**src/rtl/fifo_burst_reader.sv**
```systemverilog
// Burst consumer for a synchronous FIFO: pops burst_len words and re-presents them on a
// valid/ready stream through an output register backed by a 2-entry skid buffer.
module fifo_burst_reader #(
    parameter int WIDTH = 8,
    parameter int DEPTH = 64,
    parameter int ADDR  = 6
) (
    input  logic             clk,
    input  logic             rst_n,
    input  logic             start,
    input  logic [ADDR:0]    burst_len,
    output logic             busy,
    output logic             done,
    output logic             fifo_read,
    input  logic             fifo_empty,
    input  logic [WIDTH-1:0] fifo_data,
    output logic             m_valid,
    input  logic             m_ready,
    output logic [WIDTH-1:0] m_data,
    output logic             m_last
);

    typedef enum logic [1:0] {
        S_IDLE,
        S_RUN,
        S_DONE
    } state_t;

    localparam logic [ADDR:0] DEPTH_C = (ADDR+1)'(DEPTH);
    localparam logic [ADDR:0] CNT_ONE = (ADDR+1)'(1);

    state_t           state_q, state_d;
    logic [ADDR:0]    issue_cnt_q, issue_cnt_d;
    logic [ADDR:0]    xfer_cnt_q, xfer_cnt_d;
    logic             rd_inflight_q;
    logic             out_vld_q, out_vld_d;
    logic [WIDTH-1:0] out_data_q, out_data_d;
    logic [WIDTH-1:0] skid0_q, skid0_d;
    logic [WIDTH-1:0] skid1_q, skid1_d;
    logic [1:0]       skid_cnt_q, skid_cnt_d;

    logic [ADDR:0]    len_clamped;
    logic [1:0]       credit_used;
    logic             pop;
    logic [1:0]       occ;
    logic [WIDTH-1:0] e0, e1, e2;

    assign len_clamped = (burst_len > DEPTH_C) ? DEPTH_C : burst_len;
    assign pop         = out_vld_q && m_ready;

    // The output register is not counted as credit, so a word can be requested every
    // cycle while the stream drains; the skid entries absorb the data still in flight.
    assign credit_used = skid_cnt_q + {1'b0, rd_inflight_q};
    assign fifo_read   = (state_q == S_RUN) && (issue_cnt_q != '0) && !fifo_empty
                         && (credit_used < 2'd2);

    assign busy    = (state_q == S_RUN);
    assign done    = (state_q == S_DONE);
    assign m_valid = out_vld_q;
    assign m_data  = out_data_q;
    assign m_last  = out_vld_q && (xfer_cnt_q == CNT_ONE);

    always_comb begin
        state_d     = state_q;
        issue_cnt_d = issue_cnt_q;
        xfer_cnt_d  = xfer_cnt_q;
        case (state_q)
            S_IDLE: begin
                if (start) begin
                    issue_cnt_d = len_clamped;
                    xfer_cnt_d  = len_clamped;
                    state_d     = (len_clamped == '0) ? S_DONE : S_RUN;
                end
            end
            S_RUN: begin
                if (fifo_read) begin
                    issue_cnt_d = issue_cnt_q - CNT_ONE;
                end
                if (pop && (xfer_cnt_q != '0)) begin
                    xfer_cnt_d = xfer_cnt_q - CNT_ONE;
                end
                if (pop && (xfer_cnt_q == CNT_ONE)) begin
                    state_d = S_DONE;
                end
            end
            S_DONE: begin
                state_d = S_IDLE;
            end
            default: begin
                state_d = S_IDLE;
            end
        endcase
    end

    // Output register plus skid entries behave as one 3-deep queue: pop the head, then
    // append the returning FIFO word behind whatever remains, preserving order.
    always_comb begin
        e0  = out_data_q;
        e1  = skid0_q;
        e2  = skid1_q;
        occ = {1'b0, out_vld_q} + skid_cnt_q;
        if (pop) begin
            e0  = e1;
            e1  = e2;
            occ = occ - 2'd1;
        end
        if (rd_inflight_q) begin
            case (occ)
                2'd0:    e0 = fifo_data;
                2'd1:    e1 = fifo_data;
                2'd2:    e2 = fifo_data;
                default: e2 = e2;
            endcase
            if (occ != 2'd3) begin
                occ = occ + 2'd1;
            end
        end
        out_vld_d  = (occ != 2'd0);
        out_data_d = e0;
        skid0_d    = e1;
        skid1_d    = e2;
        skid_cnt_d = (occ == 2'd0) ? 2'd0 : occ - 2'd1;
    end

    always_ff @(posedge clk or negedge rst_n) begin
        if (!rst_n) begin
            state_q       <= S_IDLE;
            issue_cnt_q   <= '0;
            xfer_cnt_q    <= '0;
            rd_inflight_q <= 1'b0;
            out_vld_q     <= 1'b0;
            out_data_q    <= '0;
            skid0_q       <= '0;
            skid1_q       <= '0;
            skid_cnt_q    <= '0;
        end else begin
            state_q       <= state_d;
            issue_cnt_q   <= issue_cnt_d;
            xfer_cnt_q    <= xfer_cnt_d;
            rd_inflight_q <= fifo_read;
            out_vld_q     <= out_vld_d;
            out_data_q    <= out_data_d;
            skid0_q       <= skid0_d;
            skid1_q       <= skid1_d;
            skid_cnt_q    <= skid_cnt_d;
        end
    end

endmodule
```
**config.mk**
```make
export PLATFORM = sky130hd
export DESIGN_NAME = fifo_burst_reader
export DESIGN_NICKNAME = d
export VERILOG_FILES = /design/src/rtl/fifo_burst_reader.sv
export SDC_FILE = /design/constraint.sdc
export NUM_CORES = 1
export LEC_CHECK = 0
export ABC_AREA = 1
export CORE_MARGIN = 3
export CORE_UTILIZATION = 47
export CTS_BUF_LIST = sky130_fd_sc_hd__clkbuf_8
export DETAILED_ROUTE_END_ITERATION = 6
export PLACE_DENSITY = 0.72
export SKIP_LAST_GASP = 1
export SYNTH_ARGS = -nofsm -noshare
export SYNTH_HDL_FRONTEND = slang
export SYNTH_SLANG_ARGS = --single-unit
```
**constraint.sdc**
```tcl
create_clock -name clk -period 1.5 [get_ports clk]
set_input_delay 0.225 -clock clk [delete_from_list [all_inputs] [get_ports clk]]
set_output_delay 0.225 -clock clk [all_outputs]
set_load 0.005 [all_outputs]
```
==> metrics.sh <==
TRITONCTS_CLOCK_TREE='yes'
SYNTH_TOP_AREA_SHARE_PCT=43.1
POST_ROUTE_CELLS_DRIVE_ABOVE_1_SHARE_PCT=31.7
SYNTHMOSTINSTANTIATEDCELL='nand2_1'
YS_FF_LATCH=44
CTS.REPORTEDPATHS.CLKPINSLEW_NS=0.09
FINAL_HOLD_VIOL_COUNT=0
MAX-CAP-VIOLATIONS=0
SLEW_VIOL_FINAL=0
GRT_PASS1_VIAS=2349
GP_CONGESTION=0.910
PLACEMENTROWS=26
ANTENNA_VIOLATING_NETS_POST_ROUTE=0
WORST_SLACK_NS=-0.0198
STARTPOINT_TYPE='flop'
FINALSETUPTNS_NS=-0.0718
AREA_GROWTH_SYN_TO_LAYOUT_PCT=43.9
WORST_SLACK_AT_PLACEMENT_NS=-0.198
P_LEAK_nW=1.87
DIE-WIDTH_UM=79.7
SETUP_VIOL=6
TIMING_WORST_SETUP_PATH_TYPE='reg -> reg'
GLOBALROUTE.TOTALOVERFLOW=0
SYNTH.YOSYS.WARNINGS=0
PREVAILING_POST_SYNTH_REGISTER_CELL='dfrtp_1'
NUMBER_OF_ANTENNA_CELLS_INSERTED=0
DPL.HPWL_MM=4.19
SYNTH_TOP_CELLS_BY_AREA='dfrtp_1, nand2_1, o21ai_0'
DIE_HEIGHT_UM=79.7
CP_DATA_REQUIRED_TIME_NS=1.69
CTS-BUFFERS-INSERTED=5
YOSYS-TOP-CELLS-COUNT='nand2_1, dfrtp_1, inv_1'
REG2REG_TO='skid0_q[3]'
STATUS='finished with violations'
CTS.SINK_COUNT=44
LARGEST_CLOCK_SKEW_IN_THE_FINAL_DESIGN_NS=0.0106
WORST-R2R-SETUP-SLACK_NS=-0.02
CTS_BUFFER_DEPTH=2
R2R.WORST_PATH.CELLS=9
SYNTH_SEQ_AREA_SHARE_PCT=43.1
SYN_AVG_CELL_AREA_UM2=7.33
SLEW_HEADROOM_PCT=78.0
VIOLATED_CHECKS='negative setup slack'
SYNTH_AREA_UM2=2550
PLACEABLECOREAREA_UM2=5170
GRT_PASS1_WL_MM=10.5
YOSYSUNIQUECELLTYPES=27
INITIALDRTVIOLATIONCOUNT=143
DRT_PRE_ANTENNA_ITERS=4
SYNTH_EDF_COUNT=0
GRT_SETUP_UNREPAIRED='true'
DIE_AREA_UM2=6350
POST_LAYOUT_NETS=456
DETAIL_ROUTE.WIRELENGTH_MM=6.35
WORSTPATHMAXFANOUT=9
TIMING_WORST_SLEW_PIN_VALUE_NS=0.326
WORST_EP_ARRIVAL_TIME_NS=1.71
INITIAL_UTILIZATION_PCT=49.3
REG2REG_FROM='m_valid'
GRT_ANTENNA_BEFORE_REPAIR=0
DESIGN.PORTCOUNT=33
FINALPOWER_mW=7.52
TIMING.HOLD.WS_NS=0.431
HTREE_LEVELS=2
HOLDCRITPATHCLASS='in -> async'
DRT-WIRELENGTH-PER-CELL_UM=12.6
NUMPORTBUFFERS=32
TOTAL_TRACK_USAGE_PCT=20.8
POSTSYNTHNETCOUNT=373
GRT_MAX_DEGREE=45
TIMING.FINAL.CRIT_PERIOD_NS=1.52
MAX_FREQ_MHz=658
POSTSYNTH.ASYNCRESETSHARE_PCT=100
SYNTH_LARGEST_AREA_CELL='dfrtp_1'
PEAKVDDDROP_mV=1.08
CTS.ROOT.BUFFER_CELL='clkbuf_8'
DRT-VIAS-PER-INSTANCE=4.94
P_PER_AREA_nW_PER_UM2=2050
CLKLATENCYLATEPIN_NS=0.30
PERIOD_SHARE_PCT=101
NUM_VIAS=2479
SYNTHESIS.INSTANCES=348
ROUTE.DETAILED.DRC=0
SETUP.WORST_PATH.END_CLASS='flop'
worst max-delay path: stages, from the launching register on:
cell,delay (ns)
dfrtp_1,0.42
ha_4,0.26
inv_2,0.06
nand2_4,0.05
nand2_4,0.09
inv_4,0.04
nor2_4,0.20
nand2_8,0.11
nand2_1,0.11
o21ai_2,0.07
metal layers:
metal,wire length (µm),global-route usage [%],vias up
met5,0,0,-
met4,98,5.33,0
li1,-,-,1267
met2,3390,37.4,67
met3,326,4.51,12
met1,2530,25.0,1133
power by group:
group / internal (mW) / switching (mW) / leakage, nW
sequential: 1.66 / 0.296 / 0.566
combinational: 2.08 / 2.52 / 1.24
clock: 0.545 / 0.414 / 0.0614
how the worst max path moves through the flow:
| stage | startpoint | slack, ns | endpoint |
|---|---|---|---|
| after floorplan | m_valid | 0.004 | skid0_q[6] |
| after global placement | fifo_empty | -0.19 | fifo_read |
| after detailed placement | fifo_empty | -0.20 | fifo_read |
| after CTS | issue_cnt_q[0] | -0.17 | fifo_read |
| after global routing | m_valid | -0.08 | skid0_q[7] |
| final | m_valid | -0.02 | skid0_q[3] |
layout make-up:
| type | instances | area (µm²) |
|---|---|---|
| repair buffers | 82 | 713 |
| fillers | 408 | 1500 |
| inverters | 35 | 136 |
| multi-input cells | 263 | 1510 |
| flip-flops and latches | 44 | 1100 |
| well taps | 70 | 87.6 |
| clock inverters | 2 | 38.8 |
| clock buffers | 6 | 82.6 |
stage by stage:
| stage | cell area (µm²) | util, % | std cells |
|---|---|---|---|
| 4_1_cts | 3430 | 66.4 | 496 |
| 3_3_place_gp | 3190 | 61.6 | 479 |
| 5_1_grt | 3670 | 71.0 | 502 |
| 2_1_floorplan | 2560 | - | 348 |
| 3_5_place_dp | 3190 | 61.6 | 479 |
| 6_report | 3670 | 71.0 | 502 |
layout by cell type (no fill, tap or decap), drive strengths merged:
cell / instances
nor2: 31
dlygate4sd2: 2
clkbuf: 7
bufinv: 1
xnor2: 1
a21o: 1
clkinv: 1
dlygate4sd3: 1
nor3: 1
nand2: 150
buf: 52
nand3: 27
clkdlybuf4s50: 26
inv: 35
o21ai: 39
a21oi: 2
xor2: 2
nand4: 3
dfrtp: 44
ha: 5
and3: 1
registers in the layout (all words and copies together) (netlist names):
signal	flops
rd_inflight_q	1
m_data	8
skid0_q	8
skid1_q	8
issue_cnt_q	7
xfer_cnt_q	7
state_q	2
m_valid	1
skid_cnt_q	2
what timing repair did:
action	in CTS	in global routing
setup endpoints to repair	28	38
resized for setup	27	69
endpoints found under the hold margin	44	0
hold buffers	1	0
buffers inserted	6	4
cloned	2	2
pin swaps	11	20
logic make-up (layout without fill, tap and decap cells):
group	count (synthesis)	in the layout	synth area share, %
xor gates and xnor gates	3	3	1.03
adders and majority gates	5	5	2.45
buffers and inverters	45	125	8.38
AOI/OAI and AO/OA	42	42	9.95
DFF	44	44	43.1
and+or+nand+nor	209	213	35.0
No activity file was read; power rests on OpenSTA's default activity.
